**src/rtl/prog_loader.sv**
```systemverilog
// Byte-serial program loader: parses header/address/count framed byte streams into
// instruction words and issues one registered write strobe per word.
module prog_loader #(
  parameter int unsigned CORES       = 8,
  parameter int unsigned LOG_CORES   = 3,
  parameter int unsigned PC_WIDTH    = 8,
  parameter int unsigned INSTR_WIDTH = 32
) (
  input  logic                   clk,
  input  logic                   rst,
  input  logic                   enable,
  input  logic                   in_valid,
  input  logic [7:0]             in_data,
  output logic                   in_ready,
  output logic                   we,
  output logic [LOG_CORES-1:0]   sel,
  output logic [PC_WIDTH-1:0]    waddr,
  output logic [INSTR_WIDTH-1:0] wdata,
  output logic                   busy,
  output logic                   frame_done,
  output logic                   err
);

  localparam int unsigned Bytes = INSTR_WIDTH / 8;
  localparam int unsigned BcW   = (Bytes > 1) ? $clog2(Bytes) : 1;
  localparam logic [BcW-1:0] BcLast = BcW'(Bytes - 1);

  typedef enum logic [1:0] {StHdr, StAdr, StCnt, StDat} state_e;

  state_e                 state_q, state_d;
  logic [LOG_CORES-1:0]   core_q, core_d;
  logic                   bad_q, bad_d;
  logic [PC_WIDTH-1:0]    addr_q, addr_d;
  logic [7:0]             wcnt_q, wcnt_d;
  logic [BcW-1:0]         bcnt_q, bcnt_d;
  logic [INSTR_WIDTH-1:0] sr_q, sr_d;
  logic                   we_q, we_d;
  logic [LOG_CORES-1:0]   sel_q, sel_d;
  logic [PC_WIDTH-1:0]    waddr_q, waddr_d;
  logic [INSTR_WIDTH-1:0] wdata_q, wdata_d;
  logic                   done_q, done_d;
  logic                   err_q, err_d;
  logic                   accept;

  assign in_ready = enable;
  assign accept   = in_valid & enable;

  always_comb begin
    state_d = state_q;
    core_d  = core_q;
    bad_d   = bad_q;
    addr_d  = addr_q;
    wcnt_d  = wcnt_q;
    bcnt_d  = bcnt_q;
    sr_d    = sr_q;
    we_d    = 1'b0;
    done_d  = 1'b0;
    sel_d   = sel_q;
    waddr_d = waddr_q;
    wdata_d = wdata_q;
    err_d   = err_q;
    if (accept) begin
      unique case (state_q)
        StHdr: begin
          core_d  = in_data[LOG_CORES-1:0];
          bad_d   = (32'(in_data[LOG_CORES-1:0]) >= CORES);
          err_d   = bad_d;
          state_d = StAdr;
        end
        StAdr: begin
          addr_d  = in_data[PC_WIDTH-1:0];
          state_d = StCnt;
        end
        StCnt: begin
          wcnt_d  = in_data;
          bcnt_d  = '0;
          state_d = StDat;
        end
        StDat: begin
          // Shift from the LSB end so the first (most significant) byte ends up on top.
          sr_d = (sr_q << 8) | INSTR_WIDTH'(in_data);
          if (bcnt_q == BcLast) begin
            bcnt_d = '0;
            we_d   = ~bad_q;
            done_d = (wcnt_q == 8'd0);
            if (!bad_q) begin
              sel_d   = core_q;
              waddr_d = addr_q;
              wdata_d = sr_d;
            end
            addr_d = addr_q + PC_WIDTH'(1);
            if (wcnt_q == 8'd0) begin
              state_d = StHdr;
            end else begin
              wcnt_d = wcnt_q - 8'd1;
            end
          end else begin
            bcnt_d = bcnt_q + BcW'(1);
          end
        end
        default: state_d = StHdr;
      endcase
    end
  end

  always_ff @(posedge clk or posedge rst) begin
    if (rst) begin
      state_q <= StHdr;
      core_q  <= '0;
      bad_q   <= 1'b0;
      addr_q  <= '0;
      wcnt_q  <= '0;
      bcnt_q  <= '0;
      sr_q    <= '0;
      we_q    <= 1'b0;
      sel_q   <= '0;
      waddr_q <= '0;
      wdata_q <= '0;
      done_q  <= 1'b0;
      err_q   <= 1'b0;
    end else begin
      state_q <= state_d;
      core_q  <= core_d;
      bad_q   <= bad_d;
      addr_q  <= addr_d;
      wcnt_q  <= wcnt_d;
      bcnt_q  <= bcnt_d;
      sr_q    <= sr_d;
      we_q    <= we_d;
      sel_q   <= sel_d;
      waddr_q <= waddr_d;
      wdata_q <= wdata_d;
      done_q  <= done_d;
      err_q   <= err_d;
    end
  end

  assign we         = we_q;
  assign sel        = sel_q;
  assign waddr      = waddr_q;
  assign wdata      = wdata_q;
  assign busy       = (state_q != StHdr);
  assign frame_done = done_q;
  assign err        = err_q;

endmodule

```
**config.mk**
```make
export PLATFORM = sky130hd
export DESIGN_NAME = prog_loader
export DESIGN_NICKNAME = d
export VERILOG_FILES = /design/src/rtl/prog_loader.sv
export SDC_FILE = /design/constraint.sdc
export NUM_CORES = 1
export LEC_CHECK = 0
export CAP_MARGIN = 20
export CORE_UTILIZATION = 45
export DETAILED_ROUTE_END_ITERATION = 8
export PLACE_DENSITY = 0.8
export SETUP_SLACK_MARGIN = 0.1
export SYNTH_ARGS = -nofsm -noshare
export SYNTH_HDL_FRONTEND = slang
export SYNTH_SLANG_ARGS = --single-unit
```
**constraint.sdc**
```tcl
create_clock -name clk -period 3.9 [get_ports clk]
set_clock_uncertainty 0.05 [all_clocks]
set_input_delay 0.78 -clock clk [delete_from_list [all_inputs] [get_ports clk]]
set_output_delay 0.78 -clock clk [all_outputs]
set_load 0.01 [all_outputs]
```
==> reports/results.tsv, run 1 <==
stage	metric	value	unit
grt	grt_first_pass_wirelength	12700	um
synth	synthesis.area	0.00398	sq mm
grt	overflow	0	
place	routabilityCongestion	0.784	
grt	grtUsageMet1	0.240	
final_layout	drive_gt1_frac	0.262	
flow_run	cap_violations	0	
clocking	clkLatencyLatePin	0.36	ns
timing	tightestPinTransition	0.655	ns
timing	final_max_slew_viol_count	0	
floorplanning	dieArea	0.00923	sq mm
drt	ant_nets	0	
power_and_ir_drop	ir_drop	0.430	mV
clocking	cts_made_buffers	9	
synth	synth_fp_nets	327	
synth	synth_edf_count	0	
clocking	cts_hold_buf	0	
power_and_ir_drop	leakage	2.20	nW
drt	wl_per_cell	16.0	um
grt	grt_max_degree	41	
outcome	status	complete, no violations	
worst_setup_path	crit_path_end_kind	register	
floorplanning	io_pins	60	
grt	antenna_found_initial	0	
worst_setup_path	crit_arrival	2.95	ns
synth	yosys_warnings	0	
place	pre_cts_ws	0.773	ns
worst_setup_path	max_stage_delay	0.47	ns
timing	period_minus_slack	2.76	ns
synth	synth_top_area_cell	dfrtp_1	
timing	setup_viol	0	
clocking	cts_buffer_depth	2	
synth	synthTopCellsByCount	92 x dfrtp_1, 69 x mux2_2, 13 x nand2_1, 12 x inv_1, 12 x o21ai_0	
worst_setup_path	crit_required	4.09	ns
timing	fmax	0.362	GHz
synth	yosysTopAreaCellShare	0.578	
drt	drt-total-wl	7580	um
power_and_ir_drop	power_density	718	mW/mm^2
synth	async_flop_share	1.00	
floorplanning	fp-row-count	33	
drt	vias	2598	
clocking	htreeDepth	3	
grt	grt.busiest_layer	met2	
final_layout	fin_nets	385	
synth	yosysMostFrequentCell	dfrtp_1	
clocking	cts_tree	done	
timing	period_share	0.708	
final_layout	diodes	0	
grt	use_met3	0.0355	
floorplanning	coreArea	0.00838	sq mm
timing	rsz0062_at_grt	no	
synth	syn_avg_cell_area	13.0	sq um
floorplanning	die_h	96.1	um
place	numPortBuffers	58	
final_layout	fillers	690	
clocking	clock-sinks	92	
synth	ys_seq_area_frac	0.578	
clocking	cts_root_buf	clkbuf_8	
grt	met2_usage	0.303	
timing	fin_tns_setup	0	ns
floorplanning	start_util	0.475	
worst_setup_path	path_max_fanout	26	
drt	drt-pass1-iter-count	4	
drt	drc	0	
synth	syn_inst	307	
place	dpl.hpwl	5360	um
hold_path	hold_path_class	register to register	
timing	setup_slack	1.14	ns
worst_setup_path	start_kind	primary input	
synth	synthFlopType	dfrtp_1	
drt	drt_iter0_drc	165	
clocking	path_clk_slew	0.09	ns
synth	ys_seq_elements	92	
synth	synthTopCellsByArea	dfrtp_1 58%, mux2_2 20%, ha_1 2.5%, o21ai_0 1.5%, a21oi_1 1.4%	
clocking	postCtsSetupBuffers	0	
timing	relSlewSlack	0.560	
final_layout	area_delta_synth_final	21.5	%
grt	grt_pass1_vias	2637	
drt	viasPerCell	5.47	
worst_setup_path	slowest_stage	clkdlybuf4s50_1	
worst_setup_path	cp_cell_sequence	clkdlybuf4s50_1, and2_1, o21a_1, nand2_2, buf_4, mux2_2	
synth	ys_types	43	
timing	hold_violations	0	
floorplanning	die_w	96.1	um
clocking	ctsResizeCount	0	
grt	track_usage	0.186	
worst_setup_path	crit_type	primary input to register	
[flip-flops by register name, indices dropped and copies added (netlist names)]
signal      count
bcnt_q          2
core_q          3
wdata          32
wcnt_q          8
state_q         2
frame_done      1
sr_q           24
we              1
addr_q          8
sel             3
waddr           8
[routing by layer]
| metal | wire length [um] | part of all wire |
|---|---|---|
| met5 | 0 | 0 |
| met4 | 116 | 0.015 |
| met3 | 283 | 0.037 |
| met2 | 3690 | 0.49 |
| met1 | 3490 | 0.46 |
[metrics by stage]
stage	hold WS (ns)	power, mW	utilization	std cells	instance area, sq um
3_5_place_dp	0.422	2.91	0.555	459	4660
4_1_cts	0.443	3.51	0.577	475	4840
6_report	0.434	3.47	0.577	475	4840
3_3_place_gp	0.408	2.84	0.555	459	4660
2_1_floorplan	0.396	2.36	-	307	3980
5_1_grt	0.461	3.71	0.577	475	4840
[area by class of cell]
cell class              count  area [sq um]  area share
well taps                 105           131      0.0271
repair buffers             64           638       0.132
multi-input cells         186          1540       0.318
clock inverters             5          42.5     0.00879
clock buffers              11           141      0.0292
flip-flops and latches     92          2300       0.476
inverters                  12          46.3     0.00957
[power by group]
part | switching, mW | internal [mW] | total (mW)
clock | 0.339 | 0.256 | 0.595
sequential | 0.294 | 1.34 | 1.64
combinational | 0.531 | 0.709 | 1.24
[path summary, 6_finish.rpt]
check | from | endpoint | slack (ns) | cells past startpoint
min reg2reg | core_q[0] | core_q[0] | 0.43 | 2
max reg2reg | state_q[1] | wdata[16] | 1.27 | 7
min in group asynchronous | rst | sr_q[9] | 0.72 | 2
max in group asynchronous | rst | wcnt_q[3] | 2.39 | 3
max | enable | wdata[16] | 1.14 | 6
min | core_q[0] | core_q[0] | 0.43 | 2
[kinds of logic (layout without fill, tap and decap cells)]
logic type / count (synthesis) / after routing / synth area share
AOI/OAI and AO/OA: 52 / 52 / 0.0851
other: 1 / 1 / 0.000941
and+or+nand+nor: 53 / 53 / 0.0716
adders and majority gates: 8 / 8 / 0.0251
buffers and inverters: 29 / 92 / 0.0367
muxes: 72 / 72 / 0.203
DFF: 92 / 92 / 0.578
[cell usage in the layout (no fill, tap or decap), types with 3 or more instances in the layout]
| master | netlist | layout |
|---|---|---|
| dfrtp_1 | 92 | 92 |
| mux2_2 | 69 | 69 |
| clkdlybuf4s50_1 | 0 | 58 |
| nand2_1 | 13 | 12 |
| o21ai_0 | 12 | 12 |
| a21oi_1 | 11 | 11 |
| nor2_1 | 11 | 11 |
| inv_1 | 12 | 11 |
| clkbuf_8 | 0 | 10 |
| ha_1 | 8 | 8 |
| nor3_1 | 6 | 6 |
| o31ai_1 | 5 | 5 |
| a31oi_1 | 5 | 5 |
| buf_4 | 5 | 5 |
| nor2b_1 | 3 | 3 |
| o21a_1 | 3 | 3 |
| nand3_1 | 3 | 3 |
| o22a_1 | 3 | 3 |
| mux2i_1 | 3 | 3 |
| nor4_1 | 3 | 3 |
[critical path, delay by kind of cell]
kind / cells / cell delay, ns
multiplexers: 1 / 0.32
AND/OR/NAND/NOR: 2 / 0.63
buffers and inverters: 2 / 0.84
AO/OA/AOI/OAI: 1 / 0.38
Note: power is estimated with default switching activity, not from simulation.
==> inputs of run 2 (changes only) <==
--- a/config.mk
+++ b/config.mk
@@ -8,7 +8,7 @@
 export CAP_MARGIN = 20
 export CORE_UTILIZATION = 45
 export DETAILED_ROUTE_END_ITERATION = 8
-export PLACE_DENSITY = 0.8
+export PLACE_DENSITY = 0.83
 export SETUP_SLACK_MARGIN = 0.1
 export SYNTH_ARGS = -nofsm -noshare
 export SYNTH_HDL_FRONTEND = slang
==> constraint.sdc (replaced) <==
create_clock -name clk -period 2.28 [get_ports clk]
set_clock_uncertainty 0.05 [all_clocks]
set_input_delay 0.456 -clock clk [delete_from_list [all_inputs] [get_ports clk]]
set_output_delay 0.456 -clock clk [all_outputs]
set_load 0.01 [all_outputs]
==> reports/results.tsv, run 2 (synthesized netlist as in run 1, its figures left out) <==
stage	metric	value	unit	change
floorplanning	io_pins	60		unchanged
drt	ant_nets	0		unchanged
grt	overflow	0		unchanged
drt	vias	2631		+1.3%
worst_setup_path	crit_required	2.47	ns	-1.62 ns
worst_setup_path	cp_cell_sequence	buf_4, ha_1, nor2b_1, o21a_1, nand2_2, buf_12, mux2_2		
floorplanning	fp-row-count	33		unchanged
power_and_ir_drop	power_density	1230	mW/mm^2	+71%
place	numPlacedInstances	465		+1.3%
grt	track_usage	0.195		+0.00929
timing	tightestPinTransition	0.617	ns	-0.0379 ns
power_and_ir_drop	p_comb_frac	0.360		+0.003
worst_setup_path	crit_type	register to register		
final_layout	largest_register_ff_count	32		unchanged
timing	final_max_slew_viol_count	0		unchanged
final_layout	multi_input_area	0.00154	sq mm	unchanged
timing	rsz0062_at_grt	no		
clocking	clkLatencyLatePin	0.35	ns	about the same
hold_path	hold_path_class	primary input to async pin		
grt	grt_max_degree	46		+12%
power_and_ir_drop	ir_drop	0.730	mV	+70%
floorplanning	start_util	0.475		unchanged
place	routabilityCongestion	0.831		+6.0%
timing	period_share	0.894		
power_and_ir_drop	power.switching	2.04	mW	+75%
worst_setup_path	crit_arrival	2.23	ns	-0.72 ns
clocking	cts_buffer_depth	2		unchanged
floorplanning	die_h	96.1	um	unchanged
drt	drt-pass1-iter-count	4		unchanged
flow_run	cap_violations	0		unchanged
grt	grt_first_pass_wirelength	13200	um	+3.7%
timing	period_minus_slack	2.04	ns	
clocking	path_clk_slew	0.09	ns	about the same
final_layout	seq_area	0.00230	sq mm	unchanged
worst_setup_path	crit_path_end_kind	register		
clocking	cts_root_buf	clkbuf_8		
final_layout	layout_common_cells	92 x dfrtp_1, 69 x mux2_2, 57 x clkdlybuf4s50_1, 12 x nand2_1, 12 x o21ai_0		
timing	setup_viol	0		unchanged
power_and_ir_drop	leakage	2.27	nW	+3.3%
place	numPortBuffers	58		unchanged
final_layout	instances_no_fill	483		+1.7%
final_layout	diodes	0		unchanged
worst_setup_path	max_stage_delay	0.41	ns	-0.06 ns
outcome	status	complete, no violations		
place	dpl.hpwl	5690	um	+6.1%
power_and_ir_drop	swShare	0.333		-0.00246
worst_setup_path	start_kind	register		
timing	fmax	0.490	GHz	
timing	fin_tns_setup	0	ns	unchanged
final_layout	drive_gt1_frac	0.278		+0.0156
final_layout	area_delta_synth_final	24.8	%	
final_layout	fin_nets	393		+2.1%
power_and_ir_drop	seq_power_share	0.459		-0.013
clocking	cts_made_buffers	9		unchanged
timing	relSlewSlack	0.585		+0.0255
drt	drt_iter0_drc	160		-3.0%
clocking	htreeDepth	3		unchanged
drt	viasPerCell	5.45		-0.41%
drt	drt-total-wl	8060	um	+6.4%
power_and_ir_drop	clock_power_share	0.181		+0.010
grt	grt_pass1_vias	2568		-2.6%
grt	antenna_found_initial	0		unchanged
final_layout	final_common_cell	dfrtp_1		
drt	wl_per_cell	16.7	um	+4.7%
power_and_ir_drop	cell_internal_pwr	4.08	mW	+77%
worst_setup_path	slowest_stage	dfrtp_1		
clocking	clock-sinks	92		unchanged
worst_setup_path	path_max_fanout	21		-19%
clocking	cts_tree	done		
timing	hold_violations	0		unchanged
final_layout	fillers	664		-3.8%
floorplanning	dieArea	0.00923	sq mm	unchanged
drt	drc	0		unchanged
floorplanning	die_w	96.1	um	unchanged
floorplanning	coreArea	0.00838	sq mm	unchanged
-- run 2: cell types whose count changed in the layout (fill, tap and decap cells not counted), sizes merged --
cell,before,now
inv,13,14
clkinv,3,1
bufinv,0,1
clkinvlp,1,2
buf,6,14
clkbuf,11,10
dlymetal6s2s,0,1
clkdlybuf4s50,58,57
-- run 2: metrics by stage --
step           power (mW)   util  area (sq um)  worst slack, ns  hold slack [ns]
5_1_grt              6.53  0.593          4970            0.140            0.442
4_1_cts              6.13  0.591          4950            0.105            0.437
3_3_place_gp         4.90  0.567          4750            0.191            0.412
3_5_place_dp         5.02  0.567          4750            0.139            0.431
6_report             6.12  0.593          4970            0.241            0.426
2_1_floorplan        4.04      -          3990            0.101            0.396
-- run 2: critical path, delay by kind of cell, from the launching register on --
kind	cells	cell delay (ns)
buf+inv	2	0.35
fa+ha+maj	1	0.18
simple gates	2	0.38
compound gates	1	0.19
mux	1	0.36
flops	1	0.41
-- run 2: final timing paths --
kind / startpoint / endpoint / slack, ns / depth (start not counted)
worst max-delay path: state_q[0] / wdata[12] / 0.24 / 7
worst min-delay path: rst / sel[2] / 0.43 / 2
worst max register to register: state_q[0] / wdata[12] / 0.24 / 7
worst min register to register: core_q[0] / core_q[0] / 0.45 / 2
max in group asynchronous: rst / wdata[17] / 1.18 / 3
min in group clk: core_q[0] / core_q[0] / 0.45 / 2
-- run 2: routing by layer --
metal | vias up | wire length, um | share of wire | GRT usage
met4 | 0 | 87 | 0.011 | 0.0659
met1 | 1331 | 3620 | 0.45 | 0.252
met3 | 7 | 278 | 0.034 | 0.0474
met5 | - | 0 | 0 | 0
li1 | 1234 | - | - | -
met2 | 59 | 4080 | 0.51 | 0.321
-- run 2: layout make-up --
| class | count | share of cell area |
|---|---|---|
| clock buffer | 10 | 0.0257 |
| clock inverter | 6 | 0.0143 |
| sequential | 92 | 0.463 |
| inverter | 12 | 0.00981 |
| tap | 105 | 0.0264 |
| multi-input combinational | 186 | 0.309 |
| timing repair buffer | 72 | 0.152 |
-- run 2: repair_timing --
| item | 4_1_cts | 5_1_grt |
|---|---|---|
| setup endpoints to repair | 0 | 4 |
| hold buffers | 0 | 0 |
| resized for setup | 0 | 2 |
| setup buffers | 0 | 2 |
-- run 2: power groups by stage --
stage | sequential, mW | combinational [mW] | clock (mW)
floorplan | 2.81 | 1.23 | 0
global placement | 2.81 | 2.09 | 0
detailed placement | 2.85 | 2.17 | 0
CTS | 2.82 | 2.19 | 1.13
global route | 2.91 | 2.41 | 1.21
finish | 2.81 | 2.20 | 1.11
==> inputs of run 3 (changes only) <==
--- a/config.mk
+++ b/config.mk
@@ -8,7 +8,7 @@
 export CAP_MARGIN = 20
 export CORE_UTILIZATION = 45
 export DETAILED_ROUTE_END_ITERATION = 8
-export PLACE_DENSITY = 0.83
+export PLACE_DENSITY = 0.69
 export SETUP_SLACK_MARGIN = 0.1
 export SYNTH_ARGS = -nofsm -noshare
 export SYNTH_HDL_FRONTEND = slang
==> reports/results.tsv, run 3 (synthesized netlist as in run 1, its figures left out) <==
stage	metric	value	unit	change
floorplanning	die_h	96.1	um	unchanged
grt	antenna_found_initial	0		unchanged
drt	ant_nets	0		unchanged
floorplanning	io_pins	60		unchanged
worst_setup_path	max_stage_delay	0.42	ns	about the same
drt	viasPerCell	5.41		-0.70%
power_and_ir_drop	p_comb_frac	0.357		-0.003
drt	drt-total-wl	7470	um	-7.4%
final_layout	fillers	691		+4.1%
timing	setup_viol	0		unchanged
worst_setup_path	crit_path_end_kind	register		
clocking	ctsResizeCount	0		unchanged
timing	tightestPinTransition	0.650	ns	+0.0328 ns
worst_setup_path	cp_num_cells	6		-1
worst_setup_path	path_max_fanout	37		+76%
hold_path	hold_depth	2		
timing	rsz0062_at_grt	no		
place	routabilityCongestion	0.842		+1.3%
floorplanning	fp-row-count	33		unchanged
floorplanning	die_w	96.1	um	unchanged
power_and_ir_drop	ir_drop	0.497	mV	-32%
drt	vias	2591		-1.5%
drt	drc	0		unchanged
floorplanning	dieArea	0.00923	sq mm	unchanged
final_layout	area_delta_synth_final	23.3	%	
hold_path	min_to	core_q[0]		
grt	overflow	0		unchanged
timing	fmax	0.493	GHz	+0.58%
final_layout	drive_gt1_frac	0.273		-0.00505
final_layout	layout_common_cells	92 x dfrtp_1, 69 x mux2_2, 57 x clkdlybuf4s50_1		
grt	track_usage	0.187		-0.00782
flow_run	cap_violations	0		unchanged
worst_setup_path	rr_endpoint	wdata[21]		
clocking	cts_made_buffers	9		unchanged
place	numPortBuffers	58		unchanged
clocking	clock-sinks	92		unchanged
timing	period_share	0.889		-0.00516
clocking	postCtsSetupBuffers	0		unchanged
worst_setup_path	start_kind	register		
grt	grt_max_degree	79		+72%
outcome	status	complete, no violations		
worst_setup_path	crit_arrival	2.21	ns	-0.02 ns
drt	drt-pass1-iter-count	4		unchanged
clocking	clkLatencyLatePin	0.35	ns	about the same
clocking	cts_buffer_depth	2		unchanged
worst_setup_path	r2r_cells	6		-1
worst_setup_path	ff2ff_setup_slack	0.25	ns	about the same
worst_setup_path	cp_cell_sequence	ha_1, and2_1, o21a_1, nand2_2, buf_12, mux2_2		
drt	wl_per_cell	15.6	um	-6.6%
worst_setup_path	path_buf_inv	1		-1
power_and_ir_drop	swShare	0.327		-0.00602
power_and_ir_drop	leakage	2.24	nW	-1.4%
drt	drt_iter0_drc	120		-25%
power_and_ir_drop	power.switching	1.95	mW	-4.2%
place	dpl.hpwl	5190	um	-8.8%
floorplanning	start_util	0.475		unchanged
clocking	cts_hold_buf	0		unchanged
final_layout	final_common_cell	dfrtp_1		
timing	fin_tns_setup	0	ns	unchanged
grt	grt_pass1_vias	2546		-0.86%
final_layout	diodes	0		unchanged
grt	grt_first_pass_wirelength	13000	um	-2.0%
clocking	htreeDepth	3		unchanged
worst_setup_path	slowest_stage	dfrtp_1		
power_and_ir_drop	clock_power_share	0.176		-0.005
worst_setup_path	critPathTopFamily	flip-flops		
worst_setup_path	reg2reg_from	state_q[1]		
final_layout	largest_register_ff_count	32		unchanged
power_and_ir_drop	power_density	1220	mW/mm^2	-1.2%
timing	period_minus_slack	2.03	ns	-0.0118 ns
worst_setup_path	crit_type	register to register		
clocking	path_clk_slew	0.09	ns	about the same
timing	relSlewSlack	0.563		-0.0221
timing	holdWs	0.439	ns	+0.0130 ns
power_and_ir_drop	seq_power_share	0.468		+0.009
worst_setup_path	crit_required	2.47	ns	about the same
clocking	cts_tree	done		
power_and_ir_drop	cell_internal_pwr	4.02	mW	-1.6%
hold_path	hold_path_class	register to register		
floorplanning	coreArea	0.00838	sq mm	unchanged
final_layout	fin_nets	389		-1.0%
timing	final_max_slew_viol_count	0		unchanged
timing	hold_violations	0		unchanged
hold_path	hold_start	core_q[0]		
clocking	cts_root_buf	clkbuf_8		
## run 3: layer usage
metal  share of wire  track usage
met5               0            0
met1            0.48        0.265
met3           0.043       0.0395
met4           0.013       0.0759
met2            0.47        0.280
## run 3: power by group through the flow
stage	clock, mW	sequential (mW)	combinational [mW]
floorplan	0	2.81	1.23
global placement	0	2.81	2.08
detailed placement	0	2.84	2.15
CTS	1.08	2.80	2.16
global route	1.15	2.90	2.36
finish	1.05	2.79	2.13
## run 3: cell type report
| class | count | area, sq um | area share |
|---|---|---|---|
| repair buffers | 68 | 696 | 0.142 |
| multi-input cells | 186 | 1540 | 0.313 |
| flip-flops and latches | 92 | 2300 | 0.469 |
| well taps | 105 | 131 | 0.0268 |
| clock buffers | 12 | 165 | 0.0336 |
| inverters | 12 | 48.8 | 0.00994 |
| clock inverters | 4 | 30.0 | 0.00611 |
## run 3: worst max path at each step
stage / startpoint / end
global route: wcnt_q[3] / state_q[1]
floorplan: state_q[0] / wdata[0]
detailed placement: enable / wdata[21]
finish: state_q[1] / wdata[21]
CTS: state_q[0] / busy
global placement: enable / wdata[4]
## run 3: tightest hold or removal path, stage by stage (launching register included)
cell and delay [ns]:
dfrtp_1 0.35, nand2_1 0.05, o21ai_0 0.06
## run 3: through the flow
step	total power, mW	cells	setup WS, ns	cell area [sq um]	util
3_5_place_dp	4.99	463	0.0806	4710	0.562
6_report	5.97	479	0.253	4910	0.586
5_1_grt	6.41	479	0.131	4910	0.586
3_3_place_gp	4.89	463	0.144	4710	0.562
4_1_cts	6.04	479	0.118	4910	0.586
2_1_floorplan	4.04	307	0.101	3990	-
